[config.mk]
export PLATFORM = sky130hd
export DESIGN_NAME = seq_mult_ctrl_flat
export DESIGN_NICKNAME = d
export VERILOG_FILES = /design/src/rtl/seq_mult_ctrl_pkg.sv /design/src/rtl/seq_mult_ctrl_if.sv /design/src/rtl/seq_mult_ctrl_adder.sv /design/src/rtl/seq_mult_ctrl.sv /design/src/flat_wrapper.sv
export SDC_FILE = /design/constraint.sdc
export NUM_CORES = 1
export LEC_CHECK = 0
export BUFFER_PORTS_ARGS = -buffer_cell sky130_fd_sc_hd__clkbuf_2
export CAP_MARGIN = 15
export CORE_MARGIN = 1
export CORE_UTILIZATION = 35
export CTS_CLUSTER_DIAMETER = 120
export DETAILED_ROUTE_END_ITERATION = 7
export PLACE_DENSITY = 0.52
export REMOVE_ABC_BUFFERS = 1
export SLEW_MARGIN = 10
export SYNTH_ARGS = -nofsm -noshare
export SYNTH_HDL_FRONTEND = slang
export SYNTH_SLANG_ARGS = --single-unit
export TNS_END_PERCENT = 100
[constraint.sdc]
create_clock -name clk -period 10.3 [get_ports clk]
set_input_delay 2.06 -clock clk [delete_from_list [all_inputs] [get_ports clk]]
set_output_delay 2.06 -clock clk [all_outputs]
set_load 0.05 [all_outputs]
[src/rtl/seq_mult_ctrl_pkg.sv]
// -----------------------------------------------------------------------------
// seq_mult_ctrl_pkg
// Shared definitions for the multi-cycle shift-add multiplier:
//   WIDTH     - operand width, tied to the shared ripple adder
//   ITER_LAST - iteration count value at which the last add/shift happens
//   state_t   - controller state encoding
// -----------------------------------------------------------------------------
package seq_mult_ctrl_pkg;

    localparam int WIDTH = 32;
    localparam logic [4:0] ITER_LAST = 5'd31;

    typedef enum logic [1:0] {
        S_IDLE = 2'd0,
        S_RUN  = 2'd1,
        S_DONE = 2'd2
    } state_t;

endpackage

[src/rtl/seq_mult_ctrl_if.sv]
// -----------------------------------------------------------------------------
// seq_mult_ctrl_if
// Request/response bundle for the sequential multiplier.
//   start   - request, sampled by the controller in IDLE or DONE
//   a, b    - multiplicand / multiplier, captured on the accepting edge
//   busy    - high while the iteration loop runs
//   done    - one-cycle completion pulse
//   product - last completed result, held until the next completion
// master: the requester; slave: the multiplier.
// -----------------------------------------------------------------------------
interface seq_mult_ctrl_if;
    import seq_mult_ctrl_pkg::*;

    logic                   start;
    logic [WIDTH-1:0]       a;
    logic [WIDTH-1:0]       b;
    logic                   busy;
    logic                   done;
    logic [2*WIDTH-1:0]     product;

    modport master (
        output start, a, b,
        input  busy, done, product
    );

    modport slave (
        input  start, a, b,
        output busy, done, product
    );

endinterface

[src/rtl/seq_mult_ctrl_adder.sv]
// -----------------------------------------------------------------------------
// adder_32
// The shared 32-bit ripple adder. No carry-in, no carry-out; callers that
// need the carry recover it from the operand and sum MSBs.
//   a, b - addends
//   sum  - a + b modulo 2^32
// -----------------------------------------------------------------------------
module adder_32 (
    input  logic [31:0] a,
    input  logic [31:0] b,
    output logic [31:0] sum
);

    assign sum = a + b;

endmodule

[src/rtl/seq_mult_ctrl.sv]
// -----------------------------------------------------------------------------
// seq_mult_ctrl
// Unsigned 32x32 -> 64 shift-add multiplier. Sequences the shared adder
// through 32 conditional add/shift iterations under a start/busy/done
// handshake. With ZERO_SKIP set, a zero operand completes in one cycle.
//   clk - system clock, rising edge
//   rst - asynchronous active-high reset
//   bus - request/response bundle (slave side)
//
// state  | meaning
// -------+------------------------------------------------------------
// S_IDLE | waiting for start
// S_RUN  | one add/shift iteration per cycle, busy high
// S_DONE | result on product, done high for this cycle; start accepted
// -----------------------------------------------------------------------------
module seq_mult_ctrl
    import seq_mult_ctrl_pkg::*;
#(
    parameter bit ZERO_SKIP = 1'b1
) (
    input  logic            clk,
    input  logic            rst,
    seq_mult_ctrl_if.slave  bus
);

    state_t state, state_nxt;

    logic [WIDTH-1:0]   mcand;
    logic [WIDTH-1:0]   hi;
    logic [WIDTH-1:0]   lo;
    logic [4:0]         cnt;
    logic [2*WIDTH-1:0] product_q;

    logic [WIDTH-1:0]   addend;
    logic [WIDTH-1:0]   sum;
    logic               carry;
    logic [2*WIDTH-1:0] shifted;
    logic               accept;
    logic               zero_op;
    logic               last_iter;

    // start is only honoured between operations.
    assign accept    = bus.start && ((state == S_IDLE) || (state == S_DONE));
    assign zero_op   = ZERO_SKIP && ((bus.a == '0) || (bus.b == '0));
    assign last_iter = (cnt == ITER_LAST);

    assign addend = lo[0] ? mcand : '0;

    adder_32 u_adder (
        .a   (hi),
        .b   (addend),
        .sum (sum)
    );

    // Carry out of hi + addend: both MSBs set, or exactly one set and the
    // sum MSB cleared by the ripple.
    assign carry = (hi[WIDTH-1] & addend[WIDTH-1])
                 | ((hi[WIDTH-1] ^ addend[WIDTH-1]) & ~sum[WIDTH-1]);

    // {carry, sum, lo} shifted right by one; lo[0] has been consumed.
    assign shifted = {carry, sum, lo[WIDTH-1:1]};

    always_ff @(posedge clk or posedge rst) begin
        if (rst) begin
            state <= S_IDLE;
        end else begin
            state <= state_nxt;
        end
    end

    always_comb begin
        state_nxt = state;
        bus.busy  = 1'b0;
        bus.done  = 1'b0;
        case (state)
            S_IDLE: begin
                if (accept) begin
                    state_nxt = zero_op ? S_DONE : S_RUN;
                end
            end
            S_RUN: begin
                bus.busy = 1'b1;
                if (last_iter) begin
                    state_nxt = S_DONE;
                end
            end
            S_DONE: begin
                bus.done = 1'b1;
                if (accept) begin
                    state_nxt = zero_op ? S_DONE : S_RUN;
                end else begin
                    state_nxt = S_IDLE;
                end
            end
            default: begin
                state_nxt = S_IDLE;
            end
        endcase
    end

    always_ff @(posedge clk or posedge rst) begin
        if (rst) begin
            mcand     <= '0;
            hi        <= '0;
            lo        <= '0;
            cnt       <= '0;
            product_q <= '0;
        end else if (accept) begin
            mcand <= bus.a;
            lo    <= bus.b;
            hi    <= '0;
            cnt   <= '0;
            if (zero_op) begin
                product_q <= '0;
            end
        end else if (state == S_RUN) begin
            hi  <= shifted[2*WIDTH-1:WIDTH];
            lo  <= shifted[WIDTH-1:0];
            cnt <= cnt + 5'd1;
            if (last_iter) begin
                product_q <= shifted;
            end
        end
    end

    assign bus.product = product_q;

endmodule
[src/flat_wrapper.sv]
// flat-port wrapper written by rule: the top's interface ports become plain ports
module seq_mult_ctrl_flat import seq_mult_ctrl_pkg::*;
#(
    parameter bit ZERO_SKIP = 1'b1
)
  (clk, rst, bus_start, bus_a, bus_b, bus_busy, bus_done, bus_product);
  seq_mult_ctrl_if bus_i ();
  input  logic clk;
  input  logic rst;
  input wire logic [$bits(bus_i.start)-1:0] bus_start;
  input wire logic [$bits(bus_i.a)-1:0] bus_a;
  input wire logic [$bits(bus_i.b)-1:0] bus_b;
  output wire logic [$bits(bus_i.busy)-1:0] bus_busy;
  output wire logic [$bits(bus_i.done)-1:0] bus_done;
  output wire logic [$bits(bus_i.product)-1:0] bus_product;
  assign bus_i.start = bus_start;
  assign bus_i.a = bus_a;
  assign bus_i.b = bus_b;
  assign bus_busy = bus_i.busy;
  assign bus_done = bus_i.done;
  assign bus_product = bus_i.product;
  seq_mult_ctrl #(.ZERO_SKIP(ZERO_SKIP)) u_core (.clk(clk), .rst(rst), .bus(bus_i));
endmodule
==> flow_metrics.env <==
export IMPL_num_antenna_cells=0
export IMPL_syn_avg_cell_area_um2=9.53
export IMPL_syn2layout_area_growth_pct=17.9
export IMPL_final_common_cell="nand2_1"
export IMPL_worstHoldPathCells=2
export IMPL_rsz0062_at_grt="false"
export IMPL_ir_drop_mv=0.119
export IMPL_r2r_end="u_core.hi[30]"
export IMPL_drc=0
export IMPL_stdcell_area_um2=10000
export IMPL_nets=1093
export IMPL_cp_top_family="simple AND/OR/NAND/NOR gates"
export IMPL_worstSkewPairLatency_ps=430
export IMPL_max_cap_violations=0
export IMPL_wl_um=22800
export IMPL_worstHoldEndpoint="u_core.mcand[23]"
export IMPL_power_total_w=0.00284
export IMPL_crit_path_end_kind="register"
export IMPL_holdWs_ps=469
export IMPL_fin_setup_tns_ps=0
export IMPL_die_area_um2=24900
export IMPL_synth_area_leaders="dfrtp_1 (49%), nand2_1 (9.5%), a22o_1 (6.4%), ha_1 (4.9%), a22oi_1 (2.8%)"
export IMPL_htreeDepth=4
export IMPL_layout_common_cells="nand2_1 (216), dfrtp_1 (167), clkbuf_2 (132)"
export IMPL_num_vias=6849
export IMPL_drt_initial_drc_count=486
export IMPL_grt_first_pass_wirelength_um=37500
export IMPL_clock_skew_ps=11.3
export IMPL_status="finished clean"
export IMPL_ys_seq_area_frac=0.492
export IMPL_pin_count=133
export IMPL_grt_usage=0.196
export IMPL_antenna_found_initial=0
export IMPL_synth_warnings=0
export IMPL_critPathSlowestCell="o21ai_0"
export IMPL_fin_crit_ps=4570
export IMPL_die_y_um=158
export IMPL_synth_edff_count=0
export IMPL_reg2regPathDepth=13
export IMPL_antenna_left=0
export IMPL_via_per_inst=5.18
export IMPL_root_buffer="clkbuf_16"
export IMPL_rows=56
export IMPL_r2r_start="u_core.lo[0]"
export IMPL_finalHoldViolCount=0
export IMPL_gp_congestion=0.831
export IMPL_cts_hold_buf=0
export IMPL_die_x_um=158
export IMPL_io_buffers=132
export IMPL_drive_above_1_share=0.193
export IMPL_finalSetupViolCount=0
export IMPL_initial_core_util=0.360
export IMPL_crit_fanout=40
export IMPL_core_area_um2=23600
export IMPL_synth_top_area_frac=0.492
export IMPL_tightest_slew_ps=966
export IMPL_p_per_area_nw_per_um2=283
export IMPL_relSlewSlack=0.356
export IMPL_cp_depth=9
export IMPL_path_cells="clkbuf_2 > nor4_1 > nand4_1 > o21ai_0 > o22ai_4 > buf_4 > nand2_1 > or3b_1 > a2bb2oi_1"
export IMPL_critPathLaunchType="input pin"
export IMPL_ys_ff_latch=167
export IMPL_path_class="in -> reg"
export IMPL_fmax_mhz=219
export IMPL_cts_buffers=17
export IMPL_grt_overflow=0
export IMPL_dp_hpwl_um=15500
export IMPL_synth_cells=891
export IMPL_critPathBufInv=2
export IMPL_async_reset_ff_frac=1.00
export IMPL_postCtsResizedCells=0
export IMPL_grt_max_degree=93
export IMPL_cts_tree="built"
export IMPL_wl_per_cell_um=17.3
export IMPL_post_cts_buffers=0
export IMPL_critPathRequiredTime_ps=10580
export IMPL_synth_distinct_cells=65
export IMPL_synth_area_um2=8490
export IMPL_critPathMaxStageDelay_ps=570
export IMPL_r2r_slack_ps=6510
export IMPL_post_dp_cell_area_um2=9430
export IMPL_cts_max_path_buffers=2
export IMPL_final_util=0.424
export IMPL_yosys_area_top_type="dfrtp_1"
export IMPL_cp_arrival_ps=4850
export IMPL_finalCritPeriodShare=0.444
export IMPL_min_path_type="reg -> reg"
export IMPL_first_global_vias=6879
export IMPL_maxSlewViolCount=0
export IMPL_drtPass1Iterations=5
export IMPL_p_leak_nw=5.13
export IMPL_path_clk_slew_ps=70
export IMPL_nFillCells=2372
export IMPL_ys_flop_type="dfrtp_1"
export IMPL_min_from="u_core.mcand[23]"
export IMPL_clock_sinks=167
## synth_stat cells, drive strengths merged (2+ instances only)
cell	number
nand4	14
a22o	62
a22oi	32
o31ai	6
and3	7
dfrtp	167
xnor2	11
or3b	2
nor3	8
o22ai	2
fa	2
a221oi	2
or3	3
nand3	14
nor2	30
a21o	19
buf	9
o21a	3
o41ai	3
a21oi	39
o21bai	3
nor2b	6
nand4b	2
nand2	217
nand2b	6
a31oi	4
a211oi	4
nor4	16
ha	33
o21ai	36
inv	12
xor2	14
clkbuf	52
and2	33
## report_power, final
part	internal (W)	switching, W	total, W	leakage [nW]
clock network	0.000351	0.000295	0.000646	0.294
registers	0.000848	0.000131	0.000979	2.18
logic	0.000443	0.000767	0.00121	2.66
total	0.00164	0.00119	0.00284	5.13
## registers in the layout (all words and copies together) (netlist names)
register	count
u_core.cnt	5
u_core.state	2
u_core.bus.product	64
u_core.mcand	32
u_core.hi	32
u_core.lo	32
## tightest hold or removal path, delay by kind of cell, from the launching register on
kind / cells / cell delay, ps
and+or+nand+nor: 2 / 100
DFF: 1 / 340
## final cells by class
class,instances,area (µm²),area share
Multi-Input combinational cell,651,4060,0.405
Timing Repair Buffer,142,736,0.0734
Tap cell,319,399,0.0398
Clock inverter,14,153,0.0152
Clock buffer,18,439,0.0438
Sequential cell,167,4180,0.417
Inverter,12,50.0,0.00500
## worst max path at each step
stage | slack [ps] | to | start
after floorplan | 1910 | u_core.bus.product[60] | bus_start
after global placement | 5320 | u_core.bus.product[60] | bus_b[25]
after detailed placement | 5330 | u_core.bus.product[60] | bus_b[25]
after CTS | 5770 | u_core.bus.product[60] | bus_b[25]
after global routing | 5590 | u_core.bus.product[60] | bus_b[25]
final | 5730 | u_core.bus.product[60] | bus_b[25]
## cells by family after synthesis
family / after synthesis / share of synthesized area
fa+ha+maj: 35 / 0.0533
flops: 167 / 0.492
simple gates: 362 / 0.197
compound gates: 229 / 0.199
xor+xnor: 25 / 0.0258
buf+inv: 73 / 0.0334
## per-layer routing
layer / global-route usage / share of wire / up-vias
li1: - / - / 3368
met1: 0.270 / 0.48 / 3301
met2: 0.302 / 0.45 / 155
met3: 0.0413 / 0.045 / 25
met4: 0.0684 / 0.021 / 0
met5: 0 / 0 / -
## through the flow
stage | setup WS [ps] | cells
global placement | 5320 | 1291
floorplan | 1910 | 830
CTS | 5770 | 1323
global route | 5590 | 1323
detailed placement | 5330 | 1291
finish | 5730 | 1323
(Power assumes the default switching activity.)
